`src/rtl/pc_unit.sv`:
```
// pc_unit: fetch program counter with stall, branch redirect, exception
// entry and exception return.
//
// A redirect or exception return that arrives while the pipeline is stalled
// is held in a single pending slot. It is applied on the next cycle where
// wpc=1, unless a newer request arrives first. Exceptions ignore the stall.
//
// Ports
//   clk           rising-edge clock
//   rst_n         asynchronous active-low reset
//   wpc           update enable (0 = stall, hold pc)
//   redir         branch/jump redirect request
//   redir_target  redirect destination
//   exc           exception request (highest priority, ignores wpc)
//   exc_pc        pc of the faulting instruction, captured into epc
//   eret          exception return request (target is epc)
//   pc            current fetch pc (registered)
//   pc_next_seq   pc + INC (combinational)
//   epc           saved exception pc (registered)
//   pend          a redirect is pending because of a stall (registered)
//   misalign      pc[1:0] != 0 (combinational, informational only)
//
// state   | meaning
// --------+----------------------------------------------------------
// ST_RUN  | no redirect pending; wpc=1 advances pc sequentially
// ST_PEND | a stalled redirect/eret target waits in pend_tgt

module pc_unit #(
   parameter int unsigned      WIDTH     = 32,
   parameter logic [WIDTH-1:0] RESET_VEC = 32'h0000_0000,
   parameter logic [WIDTH-1:0] EXC_VEC   = 32'h0000_0180,
   parameter int unsigned      INC       = 4
) (
   input  logic             clk,
   input  logic             rst_n,
   input  logic             wpc,
   input  logic             redir,
   input  logic [WIDTH-1:0] redir_target,
   input  logic             exc,
   input  logic [WIDTH-1:0] exc_pc,
   input  logic             eret,
   output logic [WIDTH-1:0] pc,
   output logic [WIDTH-1:0] pc_next_seq,
   output logic [WIDTH-1:0] epc,
   output logic             pend,
   output logic             misalign
);

   typedef enum logic {
      ST_RUN  = 1'b0,
      ST_PEND = 1'b1
   } state_t;

   state_t           state;
   logic [WIDTH-1:0] pend_tgt;
   logic [WIDTH-1:0] req_tgt;

   // eret outranks redir when both are raised together.
   assign req_tgt     = eret ? epc : redir_target;

   // Modulo 2^WIDTH by truncation; no overflow indication.
   assign pc_next_seq = pc + WIDTH'(INC);
   assign misalign    = |pc[1:0];

   // pend is a direct decode of the single state flop.
   assign pend        = (state == ST_PEND);

   always_ff @(posedge clk or negedge rst_n) begin
      if (!rst_n) begin
         pc       <= RESET_VEC;
         epc      <= '0;
         pend_tgt <= '0;
         state    <= ST_RUN;
      end else if (exc) begin
         pc    <= EXC_VEC;
         epc   <= exc_pc;
         state <= ST_RUN;
      end else if (eret || redir) begin
         if (wpc) begin
            // A fresh request supersedes anything already pending.
            pc    <= req_tgt;
            state <= ST_RUN;
         end else begin
            // Latest stalled request overwrites the pending slot.
            pend_tgt <= req_tgt;
            state    <= ST_PEND;
         end
      end else if (wpc) begin
         if (state == ST_PEND) begin
            pc <= pend_tgt;
         end else begin
            pc <= pc_next_seq;
         end
         state <= ST_RUN;
      end
   end

endmodule
```
`config.mk`:
```
export PLATFORM = sky130hd
export DESIGN_NAME = pc_unit
export DESIGN_NICKNAME = d
export VERILOG_FILES = /design/src/rtl/pc_unit.sv
export SDC_FILE = /design/constraint.sdc
export NUM_CORES = 1
export LEC_CHECK = 0
export ABC_AREA = 1
export BUFFER_PORTS_ARGS = -buffer_cell sky130_fd_sc_hd__buf_2
export CORE_UTILIZATION = 47
export DETAILED_ROUTE_END_ITERATION = 10
export PLACE_DENSITY = 0.76
export SLEW_MARGIN = 20
export SYNTH_ARGS = -nofsm -noshare
export SYNTH_HDL_FRONTEND = slang
export SYNTH_SLANG_ARGS = --single-unit
```
`constraint.sdc`:
```
create_clock -name clk -period 1.51 [get_ports clk]
set_input_delay 0.0755 -clock clk [delete_from_list [all_inputs] [get_ports clk]]
set_output_delay 0.0755 -clock clk [all_outputs]
set_load 0.01 [all_outputs]
```
Word-level counts from Yosys, hierarchy flattened
Index checks and enable logic that the tools add are counted.
{ "word_totals": {"regBits": 97, "out_inout_bits": 98} }
{ "op_classes": {"add_sub_neg": 1, "mux": 10, "n_bitwise": 2, "reduce_logical": 5} }
{ "op_table": {"columns": ["operator", "n"], "rows": [
  ["2-to-1 mux 32 bit", 6],
  ["adder 32 x 3 -> 32 bit, second input constant", 1],
  ["2-to-1 mux 1 bit", 4],
  ["AND reduction 3 bit", 1],
  ["nonzero test 3 bit", 1],
  ["NOT 1 bit", 2],
  ["nonzero test 2 bit", 1],
  ["OR reduction 2 bit", 1],
  ["logical OR 1 bit", 1]
]} }

Longest topological paths before layout
Gate-level depths: netlist (run 1).
{ "depth": {"ltp_word": 5, "mapped_depth": 12, "mapped_depth_nobuf": 12} }

Least setup slack after synthesis (run 1)
No wires, ideal clock.
{ "synth_timing": {"path_kind": "register to register", "from": "register pc[3]", "to": "register pc[22]", "setup_time_ps": 116, "arrival_ps": 1470, "slack_ps": -77, "stages_incl_launch_ff": 13, "path_buffers": 0, "synth_period_minus_slack_ps": 1587, "path_cell_list": "dfrtp_1 -> ha_1 -> nand2_1 -> nor2_4 -> nand2_4 -> nor2_4 -> nand2_1 -> nand2_1 -> nand2_1 -> nand2_1 -> nand2_1 -> nand2_1 -> nand2_1"} }
{ "synth_via": {"elab_chain_len": 5} }
{ "synth_rtl": {"columns": ["item", "line", "source"], "rows": [
  ["start, declared", "42", "output logic [WIDTH-1:0] pc,"],
  ["start signal, assigned", "81", "pc <= req_tgt;"],
  ["start signal, assigned", "90", "pc <= pend_tgt;"],
  ["start signal, assigned", "92", "pc <= pc_next_seq;"],
  ["adder 32 x 3 -> 32 bit", "62", "assign pc_next_seq = pc + WIDTH'(INC);"],
  ["via pc_next_seq[22]", "43", "output logic [WIDTH-1:0] pc_next_seq,"],
  ["2-to-1 mux 32 bit", "89", "if (state == ST_PEND) begin"],
  ["2-to-1 mux 32 bit", "88", "end else if (wpc) begin"],
  ["2-to-1 mux 32 bit", "78", "end else if (eret || redir) begin"],
  ["2-to-1 mux 32 bit", "74", "end else if (exc) begin"]
]} }
The timed path passes the listed nets, and every way through them passes these cells. The select of a mux whose other input is x is not followed.
A chain may end at the register's enable or synchronous reset.

Final worst setup path (run 1)
{ "layout_timing": {"from": "register pc[3]", "to": "output port pc_next_seq[24]"} }
{ "layout_via": {"elab_chain_len": 1} }
{ "layout_rtl": {"columns": ["item", "line"], "rows": [
  ["adder 32 x 3 -> 32 bit", "62"],
  ["end, declared", "43"]
]} }
Every way passes these cells.

==> metrics.txt, run 1 <==
# TYPE chip_impl_metric gauge
chip_impl_metric{name="synthDistinctLibCells",unit=""} 27
chip_impl_metric{name="finalWirelength",unit="mm"} 17.8
chip_impl_metric{name="ant_nets",unit=""} 0
chip_impl_metric{name="drt_drc_violations_left",unit=""} 6
chip_impl_metric{name="drt_first_iter_violations",unit=""} 529
chip_impl_metric{name="number_of_antenna_violations_at_the_first_check_in_global_routing",unit=""} 0
chip_impl_metric{name="die_area",unit="mm2"} 0.0126
chip_impl_metric{name="route.vias.total",unit=""} 6289
chip_impl_metric{name="mappedNetlistArea",unit="mm2"} 0.00570
chip_impl_metric{name="setup_viol",unit=""} 49
chip_impl_info{name="grt_setup_unrepaired",value="yes"} 1
chip_impl_metric{name="synth_async_sr_flop_share",unit="%"} 100
chip_impl_info{name="cts.root.buffer_cell",value="sky130_fd_sc_hd__clkbuf_16"} 1
chip_impl_metric{name="num-fill-cells",unit=""} 948
chip_impl_metric{name="final_net_count",unit=""} 1191
chip_impl_metric{name="power-per-cell-area",unit="mW/mm2"} 847
chip_impl_info{name="tritoncts",value="yes"} 1
chip_impl_metric{name="power_leakage",unit="nW"} 4.51
chip_impl_metric{name="critPathArrivalTime",unit="ns"} 1.76
chip_impl_metric{name="pwr-share-comb",unit="%"} 24.1
chip_impl_info{name="run_status",value="finished with violations"} 1
chip_impl_info{name="critPathKind",value="flip-flop to primary output"} 1
chip_impl_metric{name="clock_latency",unit="ns"} 0.35
chip_impl_metric{name="final-max-slew-violation-count",unit=""} 0
chip_impl_metric{name="final_layout_size_suffix_gt1_share",unit="%"} 30.1
chip_impl_metric{name="globalRouteTotalUtil",unit="%"} 29.1
chip_impl_metric{name="path_max_fanout",unit=""} 3
chip_impl_metric{name="finalHoldViolations",unit=""} 0
chip_impl_info{name="crit_path_start",value="pc[3]$_DFFE_PN0P_"} 1
chip_impl_metric{name="area_growth",unit="%"} 43.0
chip_impl_info{name="most_common_cell_in_the_netlist",value="sky130_fd_sc_hd__nand2_1"} 1
chip_impl_metric{name="clock_transition_at_the_registers_of_the_reported_paths",unit="ns"} 0.07
chip_impl_metric{name="syn_inst",unit=""} 862
chip_impl_metric{name="detail_route.vias_per_cell",unit=""} 4.96
chip_impl_metric{name="syn_nets",unit=""} 933
chip_impl_metric{name="r2r_cells",unit=""} 13
chip_impl_metric{name="largest_net_degree_at_the_start_of_global_routing",unit=""} 38
chip_impl_metric{name="wl_per_cell",unit="um"} 14.0
chip_impl_metric{name="clock_skew",unit="ns"} 0.00569
chip_impl_info{name="worstHoldPathType",value="input port to flip-flop"} 1
chip_impl_metric{name="maxSlewHeadroom",unit="%"} 63.5
chip_impl_metric{name="ios",unit=""} 168
chip_impl_metric{name="hold_ws",unit="ns"} 0.0269
chip_impl_metric{name="synth-seq-area-share",unit="%"} 42.6
chip_impl_metric{name="setup_ws",unit="ns"} -0.327
chip_impl_info{name="netlist.top_cell.by_area",value="sky130_fd_sc_hd__dfrtp_1"} 1
chip_impl_metric{name="critical_path_required",unit="ns"} 1.43
chip_impl_metric{name="grt_pass1_vias",unit=""} 5935
chip_impl_metric{name="fin_total_pwr",unit="mW"} 6.90
chip_impl_metric{name="rows",unit=""} 39
chip_impl_metric{name="synth_top_area_share",unit="%"} 42.6
chip_impl_info{name="critical_path.endpoint",value="pc_next_seq[24]"} 1
chip_impl_metric{name="diodes",unit=""} 0
chip_impl_metric{name="drt_first_pass_iters",unit=""} 8
chip_impl_metric{name="grt.overflow.total",unit=""} 0
chip_impl_metric{name="p_int",unit="mW"} 4.79
chip_impl_metric{name="timing.final.crit_period",unit="ns"} 1.84
chip_impl_metric{name="die-height",unit="um"} 112
chip_impl_metric{name="switching_power_share_of_the_total",unit="%"} 30.6
chip_impl_metric{name="peakVddDrop",unit="V"} 0.000634
chip_impl_metric{name="reg2reg_setup_slack",unit="ns"} -0.20
chip_impl_metric{name="synth-seq-cells",unit=""} 97
chip_impl_metric{name="cts-buffers-inserted",unit=""} 9
chip_impl_info{name="r2r-end",value="pc[30]$_DFFE_PN0P_"} 1
chip_impl_info{name="crit-reg2reg-launch",value="pc[3]$_DFFE_PN0P_"} 1
chip_impl_metric{name="dp_hpwl",unit="mm"} 12.9
chip_impl_metric{name="cts.htree.levels",unit=""} 3
chip_impl_info{name="synth.top_cells.by_count",value="sky130_fd_sc_hd__nand2_1 (373), sky130_fd_sc_hd__inv_1 (114), sky130_fd_sc_hd__o21ai_0 (112)"} 1
chip_impl_metric{name="dieWidth",unit="um"} 112
chip_impl_info{name="worstSetupEndpointType",value="primary output"} 1
chip_impl_metric{name="cts_num_sinks",unit=""} 97
chip_impl_metric{name="grt_pass1_wl",unit="mm"} 28.9
chip_impl_metric{name="core",unit="mm2"} 0.0116
chip_impl_info{name="synth-main-ff-cell",value="sky130_fd_sc_hd__dfrtp_1"} 1
chip_impl_metric{name="netSwitchingPower",unit="mW"} 2.12
chip_impl_metric{name="post-route-period-util",unit="%"} 122
chip_impl_info{name="synth.top_cells.by_area",value="sky130_fd_sc_hd__dfrtp_1 (43%), sky130_fd_sc_hd__nand2_1 (25%), sky130_fd_sc_hd__o21ai_0 (9.8%)"} 1
chip_impl_info{name="violations",value="design-rule violations, negative setup slack"} 1
chip_impl_metric{name="p_clk_share",unit="%"} 31.9
chip_impl_metric{name="buffer_ports.inserted",unit=""} 167
chip_impl_metric{name="fmax",unit="MHz"} 544
chip_impl_metric{name="ys.warnings.count",unit=""} 0
chip_impl_metric{name="starting_utilization_of_the_core_area",unit="%"} 49.1
chip_impl_metric{name="maxCapViolations",unit=""} 0
chip_impl_metric{name="max_slew.worst_pin.slew",unit="ns"} 0.542
chip_impl_metric{name="post_synthesis_area_per_instance",unit="um2"} 6.61
chip_impl_metric{name="finalWeightedCongestion",unit=""} 0.889
chip_impl_metric{name="number_of_synthesized_flops_with_an_enable_pin",unit=""} 0
chip_impl_metric{name="clock_tree.buffer_depth",unit=""} 2
chip_impl_metric{name="share_seq_of_total_power",unit="%"} 44.0
chip_impl_info{name="cp-start-kind",value="flip-flop"} 1
[state kept, by name, summed over array words and instances, names as in the netlist]
| name | flops |
|---|---|
| pc | 32 |
| epc | 32 |
| pend | 1 |
| pend_tgt | 32 |
[layer usage]
| layer | routed length (um) | track usage, % | up-vias |
|---|---|---|---|
| met5 | 0 | 0 | - |
| met4 | 285 | 8.53 | 0 |
| met3 | 1130 | 4.70 | 21 |
| met2 | 8390 | 47.4 | 218 |
| met1 | 7950 | 40.2 | 2892 |
| li1 | - | - | 3158 |
[worst max-delay path: stages (launching register included)]
cell and delay (ns):
sky130_fd_sc_hd__dfrtp_1 0.36, sky130_fd_sc_hd__ha_2 0.22, sky130_fd_sc_hd__nand2_4 0.07, sky130_fd_sc_hd__buf_4 0.14
sky130_fd_sc_hd__inv_2 0.05, sky130_fd_sc_hd__nand3_2 0.09, sky130_fd_sc_hd__nor2_4 0.13, sky130_fd_sc_hd__nand2_1 0.07
sky130_fd_sc_hd__nand2_1 0.07, sky130_fd_sc_hd__nand2_2 0.07, sky130_fd_sc_hd__buf_6 0.12
[cell usage in the layout, fill, tap and decap left out, types with 4 or more instances in the layout]
cell / n
sky130_fd_sc_hd__buf_6: 21
sky130_fd_sc_hd__nand2_1: 351
sky130_fd_sc_hd__inv_1: 112
sky130_fd_sc_hd__buf_12: 4
sky130_fd_sc_hd__a21oi_1: 16
sky130_fd_sc_hd__clkbuf_16: 9
sky130_fd_sc_hd__nor2_2: 11
sky130_fd_sc_hd__xor2_2: 5
sky130_fd_sc_hd__dlygate4sd3_1: 33
sky130_fd_sc_hd__nor2_1: 27
sky130_fd_sc_hd__nand2_2: 22
sky130_fd_sc_hd__o21ai_0: 108
sky130_fd_sc_hd__buf_2: 155
sky130_fd_sc_hd__inv_2: 5
sky130_fd_sc_hd__o21ai_1: 12
sky130_fd_sc_hd__nand2_4: 4
sky130_fd_sc_hd__nand3_1: 16
sky130_fd_sc_hd__nor2_4: 12
sky130_fd_sc_hd__dfrtp_1: 94
sky130_fd_sc_hd__buf_4: 71
sky130_fd_sc_hd__nand3b_1: 7
[metrics by stage]
step / cells / utilization (%) / setup TNS (ns) / area (um2) / setup WS [ns]
after floorplan: 862 / - / -0.145 / 5730 / -0.0462
after global placement: 1198 / 61.2 / -0.0313 / 7110 / -0.0131
after detailed placement: 1198 / 61.2 / -0.367 / 7110 / -0.0639
after CTS: 1259 / 69.2 / -7.76 / 8040 / -0.318
after global routing: 1267 / 70.2 / -14.20 / 8150 / -0.433
final: 1267 / 70.2 / -8.71 / 8150 / -0.327
[what timing repair did]
item / CTS / global route
endpoints found under the hold margin: 127 / 0
setup endpoints to repair: 42 / 55
gates resized for setup: 55 / 19
hold buffers: 33 / 0
pin swaps: 29 / 12
buffers inserted: 13 / 8
cloned: 0 / 0
[worst min-delay path by stage]
stage,startpoint,endpoint,slack (ns),depth (start not counted)
floorplan,rst_n,epc[0]$_DFFE_PN0P_,-0.22,0
global placement,rst_n,epc[7]$_DFFE_PN0P_,0.01,1
detailed placement,rst_n,epc[11]$_DFFE_PN0P_,0.02,1
CTS,exc,epc[3]$_DFFE_PN0P_,0.03,3
global route,exc,epc[31]$_DFFE_PN0P_,0.05,2
finish,exc,epc[3]$_DFFE_PN0P_,0.03,3
[power groups by stage]
| stage | logic (mW) | registers [mW] | clock network, mW |
|---|---|---|---|
| floorplan | 0.695 | 3.14 | 0 |
| global placement | 1.45 | 3.07 | 0 |
| detailed placement | 1.47 | 3.08 | 0 |
| CTS | 1.63 | 3.03 | 2.22 |
| global route | 1.85 | 3.06 | 2.36 |
| finish | 1.67 | 3.04 | 2.20 |
[cell type report]
class                   count  area, um2  share of cell area [%]
multi-input cells         610       2860                    35.1
flip-flops and latches     97       2430                    29.8
repair buffers            284       1960                    24.0
inverters                 118        445                    5.47
clock buffers              11        253                    3.10
well taps                 143        179                    2.20
clock inverters             4       28.8                   0.353
[kinds of logic after synthesis]
family | Yosys count | share of synthesized area, %
compound gates | 147 | 13.2
fa+ha+maj | 1 | 0.220
flops | 97 | 42.6
simple gates | 457 | 32.5
buf+inv | 155 | 10.7
xor+xnor | 5 | 0.769
Power figures use the tool's default switching activity.
==> run 2, diff against run 1 <==
TNS_END_PERCENT = 5   (was default)
==> metrics.txt, run 2 (synthesis results as in run 1) <==
# TYPE chip_impl_metric gauge
chip_impl_metric{name="rows",unit=""} 39
chip_impl_metric{name="clock_latency",unit="ns"} 0.34
chip_impl_metric{name="clock_transition_at_the_registers_of_the_reported_paths",unit="ns"} 0.06
chip_impl_metric{name="critPathArrivalTime",unit="ns"} 1.76
chip_impl_metric{name="globalRouteTotalUtil",unit="%"} 29.6
chip_impl_metric{name="die_area",unit="mm2"} 0.0126
chip_impl_metric{name="finalWirelength",unit="mm"} 18.1
chip_impl_info{name="hold_path.startpoint",value="redir_target[2]"} 1
chip_impl_info{name="critical-path-top-cell-by-count",value="sky130_fd_sc_hd__nand2_1"} 1
chip_impl_metric{name="final-max-slew-violation-count",unit=""} 0
chip_impl_metric{name="maxCapViolations",unit=""} 0
chip_impl_metric{name="path_max_fanout",unit=""} 3
chip_impl_metric{name="die-height",unit="um"} 112
chip_impl_metric{name="finish.utilization",unit="%"} 68.3
chip_impl_metric{name="grt.overflow.total",unit=""} 0
chip_impl_metric{name="dieWidth",unit="um"} 112
chip_impl_metric{name="largest_net_degree_at_the_start_of_global_routing",unit=""} 55
chip_impl_metric{name="reg2reg_setup_slack",unit="ns"} -0.19
chip_impl_info{name="critical-path-top-delay-family",value="simple AND/OR/NAND/NOR gates"} 1
chip_impl_metric{name="core",unit="mm2"} 0.0116
chip_impl_metric{name="detail_route.vias_per_cell",unit=""} 5.06
chip_impl_metric{name="drt_drc_violations_left",unit=""} 5
chip_impl_metric{name="finalHoldViolations",unit=""} 0
chip_impl_info{name="r2r-end",value="pc[24]$_DFFE_PN0P_"} 1
chip_impl_metric{name="diodes",unit=""} 0
chip_impl_metric{name="timing.final.crit_period",unit="ns"} 1.83
chip_impl_metric{name="fin_total_pwr",unit="mW"} 6.81
chip_impl_metric{name="clock_tree.buffer_depth",unit=""} 2
chip_impl_metric{name="cts-buffers-inserted",unit=""} 9
chip_impl_metric{name="final_net_count",unit=""} 1171
chip_impl_metric{name="cpPeakStageDelay",unit="ns"} 0.41
chip_impl_metric{name="ios",unit=""} 168
chip_impl_info{name="layout.cells.most_common_list",value="sky130_fd_sc_hd__nand2_1 (360), sky130_fd_sc_hd__buf_2 (158), sky130_fd_sc_hd__inv_1 (113), sky130_fd_sc_hd__o21ai_0 (107), sky130_fd_sc_hd__dfrtp_1 (93)"} 1
chip_impl_metric{name="post-route-period-util",unit="%"} 121
chip_impl_metric{name="worst_path_buffer_plus_inverter_count",unit=""} 3
chip_impl_info{name="biggestRegsByFlops",value="epc (32), pc (32), pend_tgt (32)"} 1
chip_impl_metric{name="dp_hpwl",unit="mm"} 12.7
chip_impl_metric{name="r2r_cells",unit=""} 14
chip_impl_info{name="crit-reg2reg-launch",value="pc[2]$_DFFE_PN0P_"} 1
chip_impl_info{name="violations",value="design-rule violations, negative setup slack"} 1
chip_impl_info{name="grt_setup_unrepaired",value="yes"} 1
chip_impl_metric{name="wl_per_cell",unit="um"} 14.5
chip_impl_metric{name="grt_pass1_wl",unit="mm"} 29.3
chip_impl_metric{name="power_leakage",unit="nW"} 4.39
chip_impl_info{name="mostFrequentLayoutCell",value="sky130_fd_sc_hd__nand2_1"} 1
chip_impl_info{name="cells_traversed_along_the_worst_timing_path",value="ha_4, nand2_4, buf_4, inv_2, nand3_2, nor2_4, nand2_1, nand2_1, nand2_2, buf_6"} 1
chip_impl_metric{name="grt_pass1_vias",unit=""} 5986
chip_impl_metric{name="route.vias.total",unit=""} 6307
chip_impl_metric{name="clock_skew",unit="ns"} 0.00494
chip_impl_info{name="critPathSlowestCell",value="sky130_fd_sc_hd__dfrtp_1"} 1
chip_impl_info{name="worstSetupEndpointType",value="primary output"} 1
chip_impl_metric{name="dp.cells",unit=""} 1190
chip_impl_metric{name="maxSlewHeadroom",unit="%"} 68.7
chip_impl_info{name="tritoncts",value="yes"} 1
chip_impl_info{name="cp-start-kind",value="flip-flop"} 1
chip_impl_metric{name="finalWeightedCongestion",unit=""} 0.927
chip_impl_metric{name="cts.htree.levels",unit=""} 3
chip_impl_metric{name="setup_viol",unit=""} 42
chip_impl_info{name="critPathKind",value="flip-flop to primary output"} 1
chip_impl_info{name="worstHoldPathType",value="input port to flip-flop"} 1
chip_impl_metric{name="final_layout_size_suffix_gt1_share",unit="%"} 27.6
chip_impl_metric{name="starting_utilization_of_the_core_area",unit="%"} 49.1
chip_impl_metric{name="drt_first_pass_iters",unit=""} 8
chip_impl_metric{name="setup_ws",unit="ns"} -0.323
chip_impl_metric{name="power-per-cell-area",unit="mW/mm2"} 859
chip_impl_info{name="cts.root.buffer_cell",value="sky130_fd_sc_hd__clkbuf_16"} 1
chip_impl_info{name="run_status",value="finished with violations"} 1
chip_impl_info{name="min_delay_worst_endpoint",value="pend_tgt[2]$_DFFE_PN0P_"} 1
chip_impl_metric{name="critical_path_required",unit="ns"} 1.43
chip_impl_metric{name="peakVddDrop",unit="V"} 0.000541
chip_impl_metric{name="number_of_antenna_violations_at_the_first_check_in_global_routing",unit=""} 1
chip_impl_metric{name="fmax",unit="MHz"} 546
chip_impl_metric{name="cts_num_sinks",unit=""} 97
chip_impl_metric{name="buffer_ports.inserted",unit=""} 167
chip_impl_metric{name="drt_first_iter_violations",unit=""} 485
chip_impl_metric{name="max_slew.worst_pin.slew",unit="ns"} 0.470
chip_impl_metric{name="area_growth",unit="%"} 39.2
chip_impl_metric{name="holdPathStages",unit=""} 5
chip_impl_metric{name="ant_nets",unit=""} 0
chip_impl_metric{name="layout.cells.non_filler",unit=""} 1246
run 2: cell types whose count changed in the layout (fill, tap and decap cells not counted), sizes merged:
cell | before | now
clkinv | 2 | 0
clkinvlp | 2 | 0
buf | 251 | 231
clkbuf | 11 | 14
run 2: cell type report:
type / count / area, um2
Clock buffer: 14 / 264
Timing Repair Buffer: 264 / 1770
Fill cell: 1036 / 3680
Sequential cell: 97 / 2430
Inverter: 118 / 443
Tap cell: 143 / 179
Multi-Input combinational cell: 610 / 2850
run 2: power by group:
group	switching (mW)	internal (mW)
logic	0.940	0.667
registers	0.172	2.88
clock network	0.956	1.19
total	2.07	4.74
run 2: what timing repair did:
item | CTS | global route
hold buffers | 33 | 0
endpoints found under the hold margin | 129 | 0
setup endpoints to repair | 40 | 55
gates resized for setup | 26 | 30
buffers inserted | 4 | 5
pin swaps | 17 | 15
run 2: tightest hold or removal path: cells and delay by family:
| kind | cells | cell delay (ns) |
|---|---|---|
| buffers and inverters | 1 | 0.07 |
| and+or+nand+nor | 4 | 0.24 |
run 2: how the worst max path moves through the flow:
stage                 startpoint                 end  slack [ns]  cells past startpoint
5_1_grt        pc[8]$_DFFE_PN0P_     pc_next_seq[21]       -0.41                      8
4_1_cts        pc[2]$_DFFE_PN0P_     pc_next_seq[28]       -0.32                      9
3_5_place_dp   pc[2]$_DFFE_PN0P_  pc[24]$_DFFE_PN0P_       -0.09                     12
3_3_place_gp   pc[2]$_DFFE_PN0P_  pc[20]$_DFFE_PN0P_       -0.05                     10
6_report       pc[2]$_DFFE_PN0P_     pc_next_seq[24]       -0.32                     10
2_1_floorplan  pc[3]$_DFFE_PN0P_  pc[22]$_DFFE_PN0P_       -0.05                     12
run 2: routing by layer:
| layer | up-vias | share of wire (%) | GRT usage, % |
|---|---|---|---|
| met1 | 2894 | 43 | 39.2 |
| met4 | 2 | 2.1 | 10.4 |
| met3 | 40 | 6.7 | 5.13 |
| li1 | 3106 | - | - |
| met5 | - | 0.044 | 0 |
| met2 | 265 | 48 | 49.1 |
run 2: stage by stage:
stage          hold WS, ns  instance area (um2)  worst slack [ns]  setup TNS, ns
2_1_floorplan       -0.220                 5720           -0.0462         -0.166
3_3_place_gp       -0.0797                 7060           -0.0474         -0.125
3_5_place_dp       -0.0796                 7060           -0.0886         -0.485
4_1_cts             0.0724                 7780            -0.318          -6.81
5_1_grt              0.115                 7930            -0.410         -12.71
6_report            0.0775                 7930            -0.323          -7.68
